### src/rtl/morse_char_decoder.sv
// Morse letter assembler: collects dot/dash pulses, decodes letters to ASCII, inserts word spaces, FWFT output FIFO.
// Optional macro MORSE_PUNCT_EN widens the accumulator to 6 symbols and adds . , ? / decodes.
module morse_char_decoder #(
    parameter int FIFO_DEPTH = 4,
    parameter int MAX_SYM    = 5
) (
    input  logic       clk,
    input  logic       reset_n,
    input  logic       dot_in,
    input  logic       dash_in,
    input  logic       lg_in,
    input  logic       wg_in,
    output logic [7:0] char_out,
    output logic       char_valid,
    input  logic       char_ready,
    output logic       decode_err,
    output logic       fifo_ovf
);
`ifdef MORSE_PUNCT_EN
    localparam int CAP = 6;
`else
    localparam int CAP = MAX_SYM;
`endif
    localparam int AW = $clog2(FIFO_DEPTH);
    localparam logic [2:0] CAP_C = 3'(CAP);
    localparam logic [AW:0] DEPTH_C = (AW+1)'(FIFO_DEPTH);

    // returns {err, ascii}; pat holds the symbols right-aligned, first symbol most significant
    function automatic logic [8:0] decode(input logic [2:0] cnt, input logic [7:0] pat);
        logic [8:0] r;
        r = {1'b0, 8'h3F};
        case ({cnt, pat})
            {3'd1, 8'b0}:     r[7:0] = 8'h45;
            {3'd1, 8'b1}:     r[7:0] = 8'h54;
            {3'd2, 8'b00}:    r[7:0] = 8'h49;
            {3'd2, 8'b01}:    r[7:0] = 8'h41;
            {3'd2, 8'b10}:    r[7:0] = 8'h4E;
            {3'd2, 8'b11}:    r[7:0] = 8'h4D;
            {3'd3, 8'b000}:   r[7:0] = 8'h53;
            {3'd3, 8'b001}:   r[7:0] = 8'h55;
            {3'd3, 8'b010}:   r[7:0] = 8'h52;
            {3'd3, 8'b011}:   r[7:0] = 8'h57;
            {3'd3, 8'b100}:   r[7:0] = 8'h44;
            {3'd3, 8'b101}:   r[7:0] = 8'h4B;
            {3'd3, 8'b110}:   r[7:0] = 8'h47;
            {3'd3, 8'b111}:   r[7:0] = 8'h4F;
            {3'd4, 8'b0000}:  r[7:0] = 8'h48;
            {3'd4, 8'b0001}:  r[7:0] = 8'h56;
            {3'd4, 8'b0010}:  r[7:0] = 8'h46;
            {3'd4, 8'b0100}:  r[7:0] = 8'h4C;
            {3'd4, 8'b0110}:  r[7:0] = 8'h50;
            {3'd4, 8'b0111}:  r[7:0] = 8'h4A;
            {3'd4, 8'b1000}:  r[7:0] = 8'h42;
            {3'd4, 8'b1001}:  r[7:0] = 8'h58;
            {3'd4, 8'b1010}:  r[7:0] = 8'h43;
            {3'd4, 8'b1011}:  r[7:0] = 8'h59;
            {3'd4, 8'b1100}:  r[7:0] = 8'h5A;
            {3'd4, 8'b1101}:  r[7:0] = 8'h51;
            {3'd5, 8'b00000}: r[7:0] = 8'h35;
            {3'd5, 8'b00001}: r[7:0] = 8'h34;
            {3'd5, 8'b00011}: r[7:0] = 8'h33;
            {3'd5, 8'b00111}: r[7:0] = 8'h32;
            {3'd5, 8'b01111}: r[7:0] = 8'h31;
            {3'd5, 8'b11111}: r[7:0] = 8'h30;
            {3'd5, 8'b10000}: r[7:0] = 8'h36;
            {3'd5, 8'b11000}: r[7:0] = 8'h37;
            {3'd5, 8'b11100}: r[7:0] = 8'h38;
            {3'd5, 8'b11110}: r[7:0] = 8'h39;
`ifdef MORSE_PUNCT_EN
            {3'd5, 8'b10010}:  r[7:0] = 8'h2F;
            {3'd6, 8'b010101}: r[7:0] = 8'h2E;
            {3'd6, 8'b110011}: r[7:0] = 8'h2C;
            {3'd6, 8'b001100}: r[7:0] = 8'h3F;
`endif
            default:          r = {1'b1, 8'h3F};
        endcase
        return r;
    endfunction

    logic [CAP-1:0] sym_reg_q, sym_reg_d, acc_reg;
    logic [2:0]     sym_cnt_q, sym_cnt_d, acc_cnt;
    logic           ovr_q, ovr_d, acc_ovr;
    logic           inv_q, inv_d, acc_inv;
    logic           pend_space_q, pend_space_d;
    logic           last_space_q, last_space_d;
    logic           decode_err_q, decode_err_d;
    logic           fifo_ovf_q, fifo_ovf_d;
    logic [7:0]     dec_ch, push_char;
    logic           dec_err, push, close;

    logic [7:0]     mem_q [FIFO_DEPTH];
    logic [AW-1:0]  wr_ptr_q, wr_ptr_d, rd_ptr_q, rd_ptr_d;
    logic [AW:0]    fifo_cnt_q, fifo_cnt_d;
    logic           full, pop, push_ok;

    always_comb begin
        acc_reg = sym_reg_q;
        acc_cnt = sym_cnt_q;
        acc_ovr = ovr_q;
        acc_inv = inv_q;
        if (dot_in | dash_in) begin
            if (dot_in & dash_in) acc_inv = 1'b1;
            if (sym_cnt_q == CAP_C) begin
                acc_ovr = 1'b1;
            end else begin
                acc_reg = {sym_reg_q[CAP-2:0], dash_in & ~dot_in};
                acc_cnt = sym_cnt_q + 3'd1;
            end
        end
        {dec_err, dec_ch} = decode(acc_cnt, 8'(acc_reg));
        if (acc_ovr | acc_inv) begin
            dec_err = 1'b1;
            dec_ch  = 8'h3F;
        end

        close        = lg_in | wg_in;
        sym_reg_d    = acc_reg;
        sym_cnt_d    = acc_cnt;
        ovr_d        = acc_ovr;
        inv_d        = acc_inv;
        pend_space_d = pend_space_q;
        last_space_d = last_space_q;
        push         = 1'b0;
        push_char    = 8'h00;
        decode_err_d = 1'b0;
        if (close) begin
            sym_reg_d = '0;
            sym_cnt_d = '0;
            ovr_d     = 1'b0;
            inv_d     = 1'b0;
        end
        // a letter push takes the single write slot; a pending space follows one edge later
        if (close && acc_cnt != 3'd0) begin
            push         = 1'b1;
            push_char    = dec_ch;
            decode_err_d = dec_err;
            last_space_d = 1'b0;
            if (wg_in) pend_space_d = 1'b1;
        end else if (pend_space_q | wg_in) begin
            pend_space_d = 1'b0;
            if (!last_space_q) begin
                push         = 1'b1;
                push_char    = 8'h20;
                last_space_d = 1'b1;
            end
        end
    end

    always_comb begin
        full       = (fifo_cnt_q == DEPTH_C);
        pop        = char_valid & char_ready;
        push_ok    = push & (~full | pop);
        wr_ptr_d   = push_ok ? wr_ptr_q + AW'(1) : wr_ptr_q;
        rd_ptr_d   = pop ? rd_ptr_q + AW'(1) : rd_ptr_q;
        fifo_cnt_d = fifo_cnt_q;
        if (push_ok & ~pop) fifo_cnt_d = fifo_cnt_q + (AW+1)'(1);
        else if (~push_ok & pop) fifo_cnt_d = fifo_cnt_q - (AW+1)'(1);
        fifo_ovf_d = fifo_ovf_q | (push & full & ~pop);
    end

    always_ff @(posedge clk) begin
        if (!reset_n) begin
            sym_reg_q    <= '0;
            sym_cnt_q    <= '0;
            ovr_q        <= 1'b0;
            inv_q        <= 1'b0;
            pend_space_q <= 1'b0;
            last_space_q <= 1'b1;
            decode_err_q <= 1'b0;
            fifo_ovf_q   <= 1'b0;
            wr_ptr_q     <= '0;
            rd_ptr_q     <= '0;
            fifo_cnt_q   <= '0;
        end else begin
            sym_reg_q    <= sym_reg_d;
            sym_cnt_q    <= sym_cnt_d;
            ovr_q        <= ovr_d;
            inv_q        <= inv_d;
            pend_space_q <= pend_space_d;
            last_space_q <= last_space_d;
            decode_err_q <= decode_err_d;
            fifo_ovf_q   <= fifo_ovf_d;
            wr_ptr_q     <= wr_ptr_d;
            rd_ptr_q     <= rd_ptr_d;
            fifo_cnt_q   <= fifo_cnt_d;
        end
    end

    // storage needs no reset: entries are only visible while counted as valid
    always_ff @(posedge clk) begin
        if (reset_n && push_ok) mem_q[wr_ptr_q] <= push_char;
    end

    assign char_valid = (fifo_cnt_q != '0);
    assign char_out   = char_valid ? mem_q[rd_ptr_q] : 8'h00;
    assign decode_err = decode_err_q;
    assign fifo_ovf   = fifo_ovf_q;
endmodule

### config.mk
export PLATFORM = sky130hd
export DESIGN_NAME = morse_char_decoder
export DESIGN_NICKNAME = d
export VERILOG_FILES = /design/src/rtl/morse_char_decoder.sv
export SDC_FILE = /design/constraint.sdc
export NUM_CORES = 1
export LEC_CHECK = 0
export CORE_ASPECT_RATIO = 1.5
export CORE_MARGIN = 2
export CORE_UTILIZATION = 36
export DETAILED_ROUTE_END_ITERATION = 6
export DONT_BUFFER_PORTS = 1
export PLACE_DENSITY = 0.49
export SLEW_MARGIN = 20
export SYNTH_ARGS = -nofsm -noshare
export SYNTH_HDL_FRONTEND = slang
export SYNTH_SLANG_ARGS = --single-unit
### constraint.sdc
create_clock -name clk -period 8.5 [get_ports clk]
set_input_delay 0.85 -clock clk [delete_from_list [all_inputs] [get_ports clk]]
set_output_delay 0.85 -clock clk [all_outputs]
set_load 0.005 [all_outputs]
=== Word-level counts from Yosys, hierarchy flattened ===
Memories as Yosys holds them, arrays and structs flattened. A register that Yosys moved wholly into a read port is not among the register bits.
Index checks and enable logic that the tools add are counted.
W data, S select, Z words.

* Bits in writable memories: 32
* Word-level logic and storage cells: 115
* Input bits: 7
* Bits in registers: 21
* Memories: 1
* Output and inout bits: 11

{| class="wikitable"
|+ Memories
! name !! words !! width !! rd ports !! clocked after memory_dff !! wr ports !! line !! text
|-
| mem_q || 4 || 8 || 1 || 1 || 1 || 91 || <nowiki>logic [7:0] mem_q [FIFO_DEPTH];</nowiki>
|}

* Equal/unequal tests: 39
* Add/subtract/negate cells: 5
* Mux-type cells: 30
* Bitwise logic cells: 19
* Reduce and logical (&&, ||, !) cells: 10

{| class="wikitable"
|+ Operators by type and width
! cell !! count
|-
| $pmux W7 S36 || 1
|-
| $eq A8 B8 Y1 const B || 22
|-
| $eq A8 B7 Y1 const B || 12
|-
| $reduce_or A36 Y1 || 1
|-
| $mux W8 || 3
|-
| $eq A8 B6 Y1 const B || 2
|-
| $mux W1 || 16
|-
| $mux W3 || 4
|-
| $mux W6 || 2
|-
| $mux W5 || 2
|-
| $and A1 B1 Y1 || 8
|-
| $add A3 B1 Y3 const B || 2
|-
| $eq A3 B3 Y1 const B || 2
|-
| $or A1 B1 Y1 || 6
|-
| $reduce_bool A3 Y1 || 2
|-
| $not A1 Y1 || 5
|-
| $add A2 B1 Y2 const B || 2
|-
| $mux W2 || 2
|-
| $reduce_and A2 Y1 || 2
|-
| $reduce_bool A2 Y1 || 2
|-
| $sub A3 B1 Y3 const B || 1
|-
| $logic_and A1 B1 Y1 || 2
|-
| $ne A2 B2 Y1 const B || 1
|-
| $reduce_or A2 Y1 || 1
|}

=== Longest topological paths before layout ===
Gate-level depths: netlist of the first run.

* Word-level depth: 11
* Mapped depth: 14
* Mapped depth without buffers: 13

=== Least setup slack after synthesis of the first run ===
OpenSTA, ideal clock, no wires.

* Kind: input to register
* From: input port dash_in
* To: register fifo_cnt_q[2]
* Data required time: 8,424 ps
* Setup time: 76 ps
* Buffers on the path: 1
* Stages: 12
* Data arrival time: 3,176 ps
* Slack: 5,248 ps
* Cell sequence: buf_6 -> a2bb2oi_2 -> nor3_1 -> a31oi_1 -> o22ai_2 -> a21oi_2 -> ha_1 -> inv_1 -> fa_1 -> xor2_1 -> or3_1 -> a21boi_0

* Cells in the longest elaborated chain, start to end: 9
* Elaborated cells between the ends (all ways): 11
* Classes of those cells: 3 x mux; 5 x bitwise; 3 x reduce/logical

{| class="wikitable"
|+ Ends and longest elaborated chain
! what !! line !! text
|-
| start, declared || 10 || <nowiki>input logic dash_in,</nowiki>
|-
| $or A1 B1 Y1 (*) || 101 || <nowiki>if (dot_in | dash_in) begin</nowiki>
|-
| $mux W3 (*) || 101 ||
|-
| $reduce_bool A3 Y1 (*) || 133 || <nowiki>if (close && acc_cnt != 3'd0) begin</nowiki>
|-
| $logic_and A1 B1 Y1 (*) || 133 ||
|-
| $mux W1 (*) || 133 ||
|-
| $and A1 B1 Y1 (*) || 152 || <nowiki>push_ok = push & (~full | pop);</nowiki>
|-
| $not A1 Y1 || 157 || <nowiki>else if (~push_ok & pop) fifo_cnt_d = fifo_cnt_q - (AW+1)'(1);</nowiki>
|-
| $and A1 B1 Y1 || 157 ||
|-
| $reduce_bool A2 Y1 (no source line) || n/a ||
|-
| end signal, assigned || 185 || <nowiki>fifo_cnt_q <= fifo_cnt_d;</nowiki>
|-
| end, declared || 93 || <nowiki>logic [AW:0] fifo_cnt_q, fifo_cnt_d;</nowiki>
|}

Mark *: on every way between the ends. The rest lies on a longest branch, timed or not.
A chain may end at the register's enable or synchronous reset.

=== Worst setup path in the final report of the first run ===
* From: register sym_cnt_q[1]
* To: register fifo_cnt_q[2]

* Cells in the longest elaborated chain, start to end: 10
* Elaborated cells between the ends (all ways): 13
* Classes of those cells: 1 x add/sub; 1 x eq/ne; 4 x mux; 4 x bitwise; 3 x reduce/logical

{| class="wikitable"
|+ Ends and longest elaborated chain
! what !! line !! text
|-
| start, declared || 81 || <nowiki>logic [2:0] sym_cnt_q, sym_cnt_d, acc_cnt;</nowiki>
|-
| start signal, assigned || 176 || <nowiki>sym_cnt_q <= sym_cnt_d;</nowiki>
|-
| $add A3 B1 Y3 / $eq A3 B3 Y1 (equally long branches) || 107, 103 ||
|-
| $mux W3 || 103 || <nowiki>if (sym_cnt_q == CAP_C) begin</nowiki>
|-
| $mux W3 (*) || 101 ||
|-
| $reduce_bool A3 Y1 (*) || 133 ||
|-
| $logic_and A1 B1 Y1 (*) || 133 ||
|-
| $mux W1 (*) || 133 ||
|-
| $and A1 B1 Y1 (*) || 152 ||
|-
| $not A1 Y1 || 157 ||
|-
| $and A1 B1 Y1 || 157 ||
|-
| $reduce_bool A2 Y1 (no source line) || n/a ||
|}

Marks and branches as above.

==> results of run 1 <==
[final cells by class]
class | instances | area (µm²) | share of cell area
clock buffer | 6 | 150.1 | 0.04370
clock inverter | 2 | 36.28 | 0.01056
inverter | 9 | 33.78 | 0.009832
multi-input combinational | 235 | 1769 | 0.5149
sequential | 51 | 1301 | 0.3787
tap | 110 | 137.6 | 0.04006
timing repair buffer | 1 | 7.507 | 0.002185
[sequential cells by signal, indices dropped and copies added (netlist names), 2 cells and up, named ones only]
name,count
fifo_cnt_q,3
sym_reg_q,5
wr_ptr_q,2
mem_q,28
sym_cnt_q,3
rd_ptr_q,2
[worst max-delay path: cells and delay by family, from the launching register on]
| kind | cells | cell delay [ns] |
|---|---|---|
| XOR/XNOR | 1 | 0.15 |
| adder cells (fa/ha/maj) | 3 | 0.90 |
| AO/OA/AOI/OAI | 5 | 1.69 |
| AND/OR/NAND/NOR | 2 | 0.37 |
| buffers and inverters | 2 | 0.15 |
| flip-flops | 1 | 0.51 |
[final timing paths]
check                  end  cells past startpoint
min                  ovr_q                      2
max          fifo_cnt_q[2]                     13
min reg2reg          ovr_q                      2
max reg2reg  fifo_cnt_q[2]                     13
[per-layer routing]
| metal | GRT usage | vias to the layer above | wire length [µm] | share of wire |
|---|---|---|---|---|
| li1 | - | 1157 | - | - |
| met1 | 0.1833 | 1153 | 2894 | 0.37 |
| met2 | 0.3089 | 79 | 4273 | 0.55 |
| met3 | 0.02556 | 22 | 300 | 0.039 |
| met4 | 0.07521 | 0 | 295 | 0.038 |
| met5 | 0 | - | 0 | 0 |
[through the flow]
step                hold slack (ns)  cells  instance area [µm²]    util  worst slack [ns]
floorplan                    0.4536    317                 3228       -             5.248
global placement             0.4681    406                 3249  0.3703             4.741
detailed placement           0.4777    406                 3249  0.3703             4.638
CTS                          0.4950    414                 3436  0.3915             4.642
global route                 0.5258    414                 3436  0.3915             4.193
finish                       0.4911    414                 3436  0.3915             4.622
[logic make-up after synthesis]
kind of cell,after synthesis,synth area share
simple gates,116,0.1953
compound gates,79,0.1919
flops,51,0.4031
buf+inv,31,0.04884
mux,23,0.1046
fa+ha+maj,8,0.03333
xor+xnor,8,0.02171
other cells,1,0.001162
[power breakdown]
part | internal, mW | switching (mW) | leakage, nW
clock | 0.157 | 0.0880 | 0.0925
combinational | 0.0859 | 0.0877 | 0.636
sequential | 0.295 | 0.0266 | 0.446
[synthesized netlist by cell type, types with 3 or more instances]
| cell | number |
|---|---|
| clkbuf_1 | 10 |
| a311oi_1 | 4 |
| a21oi_1 | 19 |
| o21ai_0 | 10 |
| or3_1 | 5 |
| a31oi_1 | 5 |
| edfxtp_1 | 28 |
| nor2b_1 | 7 |
| a32oi_1 | 3 |
| o211ai_1 | 4 |
| ha_1 | 7 |
| buf_2 | 6 |
| dfxtp_1 | 23 |
| nor2_1 | 26 |
| and2_1 | 14 |
| nor4_1 | 4 |
| mux2i_1 | 11 |
| nor3_1 | 10 |
| nand2b_1 | 4 |
| a221oi_1 | 3 |
| xnor2_1 | 7 |
| mux2_2 | 3 |
| nand2_1 | 20 |
| nand3_1 | 5 |
| mux4_2 | 7 |
| and3_1 | 5 |
| buf_6 | 4 |
| inv_1 | 9 |
==> results.cfg, run 1 <==
[sta]
timing.final.hold_violations = 0
tightestPinTransition_ns = 0.8899
maxSlewViolCount = 0
slew_headroom = 0.3898
rsz0062_at_grt = false
fin_skew_ns = 0.006105
setup_tns_ns = 0
min_period_over_period = 0.4563
fin_crit_ns = 3.878
setup_viol_count_final = 0
timing.fmax_mhz = 257.8

[placement]
io_buffer_count = 0
gp_congestion = 0.9012
hpwl_mm = 5.887

[cells_and_area]
area_growth_pct = 6.434
fillCellCount = 854
most-common-layout-cells = 28 x edfxtp_1, 26 x nor2_1, 23 x dfxtp_1, 20 x nand2_1, 19 x a21oi_1
final_common_cell = edfxtp_1
nets = 318
n_antenna_cell = 0
final_layout_size_suffix_gt1_frac = 0.1151

[drt]
detail_route.wl_per_cell_um = 18.75
drtIter0Drc = 86
dr.pass1.iters = 4
ant_nets = 0
viasPerCell = 5.824
drt_wl_total_mm = 7.764
post-route-drc-count = 0
via_count = 2411

[synthesis]
synth.net_count = 332
ys_seq_elements = 51
syn_area_mm2 = 0.003228
yosysTopAreaCell = edfxtp_1
synthDominantCellAreaShare = 0.2605
synth_area_leaders = edfxtp_1 26%, dfxtp_1 14%, mux4_2 4.9%, mux2i_1 3.4%, nor2_1 3.0%
ys.flop_type = edfxtp_1
netlist_instances = 317
synth-edff-count = 28
async_reset_ff_frac = 0
synth-seq-area-share = 0.4031
syn_avg_cell_area_um2 = 10.18
yosysWarnings = 0
synth_cell_types = 71

[critical_path]
crit_path_start_kind = flip-flop
cp_data_arrival_time_ns = 4.10
worst-setup-path-type = reg -> reg
critical_path.cell_chain = inv_1, ha_1, a2bb2oi_2, nor3_1, a31oi_1, o22ai_2, a21oi_2, ha_1, inv_1, fa_1, xor2_1, or3_1, a21boi_0
cp_slowest_cell = a2bb2oi_2
crit_fanout = 18
setup.worst_path.start = sym_cnt_q[1]
rr_startpoint = sym_cnt_q[1]
end_kind = flip-flop
cp_slowest_stage_delay_ns = 0.72
crit_required_ns = 8.72
r2r_slack_ns = 4.62

[clock_tree]
ctsHoldBuffers = 0
path_clk_slew_ns = 0.07
ctsLongestPathBuffers = 2
root_buffer = clkbuf_16
post_cts.repair.setup_buffers = 0
clock_sinks = 51
cts.htree.levels = 2
cts_tree = yes
clock_latency_ns = 0.29
cts_buffers = 5
cts-resized-gates = 0

[outcome]
status = finished clean

[floorplan]
ioPinCount = 18
die_h_um = 120.0
die_area_mm2 = 0.009756
die_w_um = 81.32
start_util = 0.3678
rows = 42
coreArea_mm2 = 0.008776

[power]
powerDensity_mw_per_mm2 = 215.3
p_leak_nw = 1.175
fin_total_pwr_mw = 0.7397
peakVddDrop_mv = 0.1183

[worst_hold_path]
holdCritStartpoint = ovr_q
holdCritPathClass = reg -> reg

[grt]
gr-total-overflow = 0
grt_pass1_wl_mm = 12.43
track_usage = 0.1682
grt_max_degree = 20
grt_pass1_vias = 2368
antenna_found_initial = 0

[flow_run]
cap_violations = 0
Note: power is estimated with default switching activity, not from simulation.
==> run 2: changes to the inputs <==
PLACE_DENSITY = 0.51   (was 0.49)
clock period = 3.5 ns   (was 8.5 ns; I/O delays follow)
==> results.cfg, run 2 (same netlist as run 1, synthesis figures left out) <==
[critical_path]
critPathTopFamily = compound AO/OA/AOI/OAI gates
cp_slowest_stage_delay_ns = 0.54
crit_required_ns = 3.49
critical_path.cell_chain = inv_1, ha_1, o2bb2ai_4, mux2i_1, nor2_1, a311oi_1, a2111oi_4, nand4b_2, a31oi_1
end_kind = flip-flop
cp_slowest_cell = mux2i_1
critical_path_buf_inv_count = 1
reg2reg_to = mem_q[2][0]
rr_startpoint = sym_cnt_q[1]
cp_data_arrival_time_ns = 2.96
worst-setup-path-type = reg -> reg
ff2ff_path_depth = 9
crit_path_start_kind = flip-flop
r2r_slack_ns = 0.53
crit_fanout = 18

[clock_tree]
ctsHoldBuffers = 0
cts_buffers = 5
ctsLongestPathBuffers = 2
clock_sinks = 51
cts.htree.levels = 2
path_clk_slew_ns = 0.07
clock_latency_ns = 0.28
cts-resized-gates = 0
root_buffer = clkbuf_16
cts_tree = yes
post_cts.repair.setup_buffers = 0

[grt]
antenna_found_initial = 0
grtUsageMet1 = 0.1916
grt_max_degree = 19
gr-total-overflow = 0
use_met3 = 0.02180
grt_pass1_vias = 2508
gr-usage-met2 = 0.3294
track_usage = 0.1755
grt_pass1_wl_mm = 13.14
grt_busiest_layer = met2

[sta]
maxSlewViolCount = 0
timing.fmax_mhz = 336.7
timing.final.hold_violations = 0
tightestPinTransition_ns = 0.7167
min_period_over_period = 0.8487
setup_viol_count_final = 0
setup_tns_ns = 0
fin_crit_ns = 2.970
slew_headroom = 0.5222
rsz0062_at_grt = false
fin_skew_ns = 0.009384

[floorplan]
die_h_um = 120.0
coreArea_mm2 = 0.008776
start_util = 0.3678
die_area_mm2 = 0.009756
die_w_um = 81.32
ioPinCount = 18
rows = 42

[drt]
drtIter0Drc = 161
via_count = 2431
post-route-drc-count = 0
viasPerCell = 5.720
dr.pass1.iters = 4
ant_nets = 0
detail_route.wl_per_cell_um = 18.52
drt_wl_total_mm = 7.871

[placement]
io_buffer_count = 0
placed_area_mm2 = 0.003332
hpwl_mm = 6.026
gp_congestion = 0.9759

[outcome]
status = finished clean

[cells_and_area]
final_layout_size_suffix_gt1_frac = 0.1460
largest_reg_flops = 28
regMostFlops = mem_q
fillCellCount = 866
area_growth_pct = 8.023
nets = 329
n_antenna_cell = 0
most-common-layout-cells = 28 x edfxtp_1, 26 x nor2_1, 23 x dfxtp_1, 20 x nand2_1, 19 x a21oi_1
reg_top3 = mem_q x28, sym_reg_q x5
final_common_cell = edfxtp_1
post-route-cell-area_mm2 = 0.003487

[worst_hold_path]
hold_path_depth = 1
holdCritStartpoint = reset_n
whs_endpoint = last_space_q
holdCritPathClass = in -> reg

[power]
netSwitchingFraction = 0.2861
clkPwrFrac = 0.290
power.internal_mw = 1.216
powerDensity_mw_per_mm2 = 488.4
pwr-share-comb = 0.253
peakVddDrop_mv = 0.2545
p_leak_nw = 1.209
power_switching_mw = 0.4872
seqPwrFrac = 0.457

[flow_run]
cap_violations = 0
## run 2: worst max path at each step
stage / cells past startpoint / to / from
after floorplan: 14 / fifo_cnt_q[2] / sym_cnt_q[1]
after global placement: 9 / mem_q[0][4] / sym_cnt_q[1]
after detailed placement: 9 / mem_q[2][0] / sym_cnt_q[1]
after CTS: 9 / mem_q[2][0] / sym_cnt_q[1]
after global routing: 10 / mem_q[2][0] / sym_cnt_q[1]
final: 9 / mem_q[2][0] / sym_cnt_q[1]
## run 2: worst register-to-register path: stages (launching register included)
cell	delay, ns
dfxtp_1	0.31
inv_1	0.06
ha_1	0.32
o2bb2ai_4	0.32
mux2i_1	0.55
nor2_1	0.17
a311oi_1	0.53
a2111oi_4	0.09
nand4b_2	0.17
a31oi_1	0.16
## run 2: per-stage QoR
stage	util	hold WS, ns	power, mW	worst slack, ns	cells
3_5_place_dp	0.3797	0.4353	1.233	0.5990	417
4_1_cts	0.3973	0.1373	1.734	0.5669	425
2_1_floorplan	-	0.4536	1.140	0.2992	317
6_report	0.3973	0.1486	1.703	0.5296	425
5_1_grt	0.3973	0.1453	1.818	0.3142	425
3_3_place_gp	0.3797	0.4346	1.225	0.6721	417
## run 2: layer usage
layer / vias up / wire [µm]
met1: 1169 / 3044
met3: 22 / 215
met5: - / 0
li1: 1174 / -
met2: 66 / 4329
met4: 0 / 280
## run 2: power by group through the flow
stage | logic, mW | registers [mW] | clock network [mW]
2_1_floorplan | 0.384 | 0.756 | 0
3_3_place_gp | 0.433 | 0.792 | 0
3_5_place_dp | 0.438 | 0.796 | 0
4_1_cts | 0.440 | 0.782 | 0.511
5_1_grt | 0.492 | 0.790 | 0.536
6_report | 0.431 | 0.778 | 0.495
## run 2: area by class of cell
| cell class | count | area [µm²] | share of cell area |
|---|---|---|---|
| Multi-Input combinational cell | 235 | 1769 | 0.5074 |
| Sequential cell | 51 | 1301 | 0.3732 |
| Clock buffer | 6 | 138.9 | 0.03983 |
| Tap cell | 110 | 137.6 | 0.03947 |
| Timing Repair Buffer | 12 | 90.09 | 0.02583 |
| Inverter | 9 | 33.78 | 0.009688 |
| Clock inverter | 2 | 16.27 | 0.004665 |
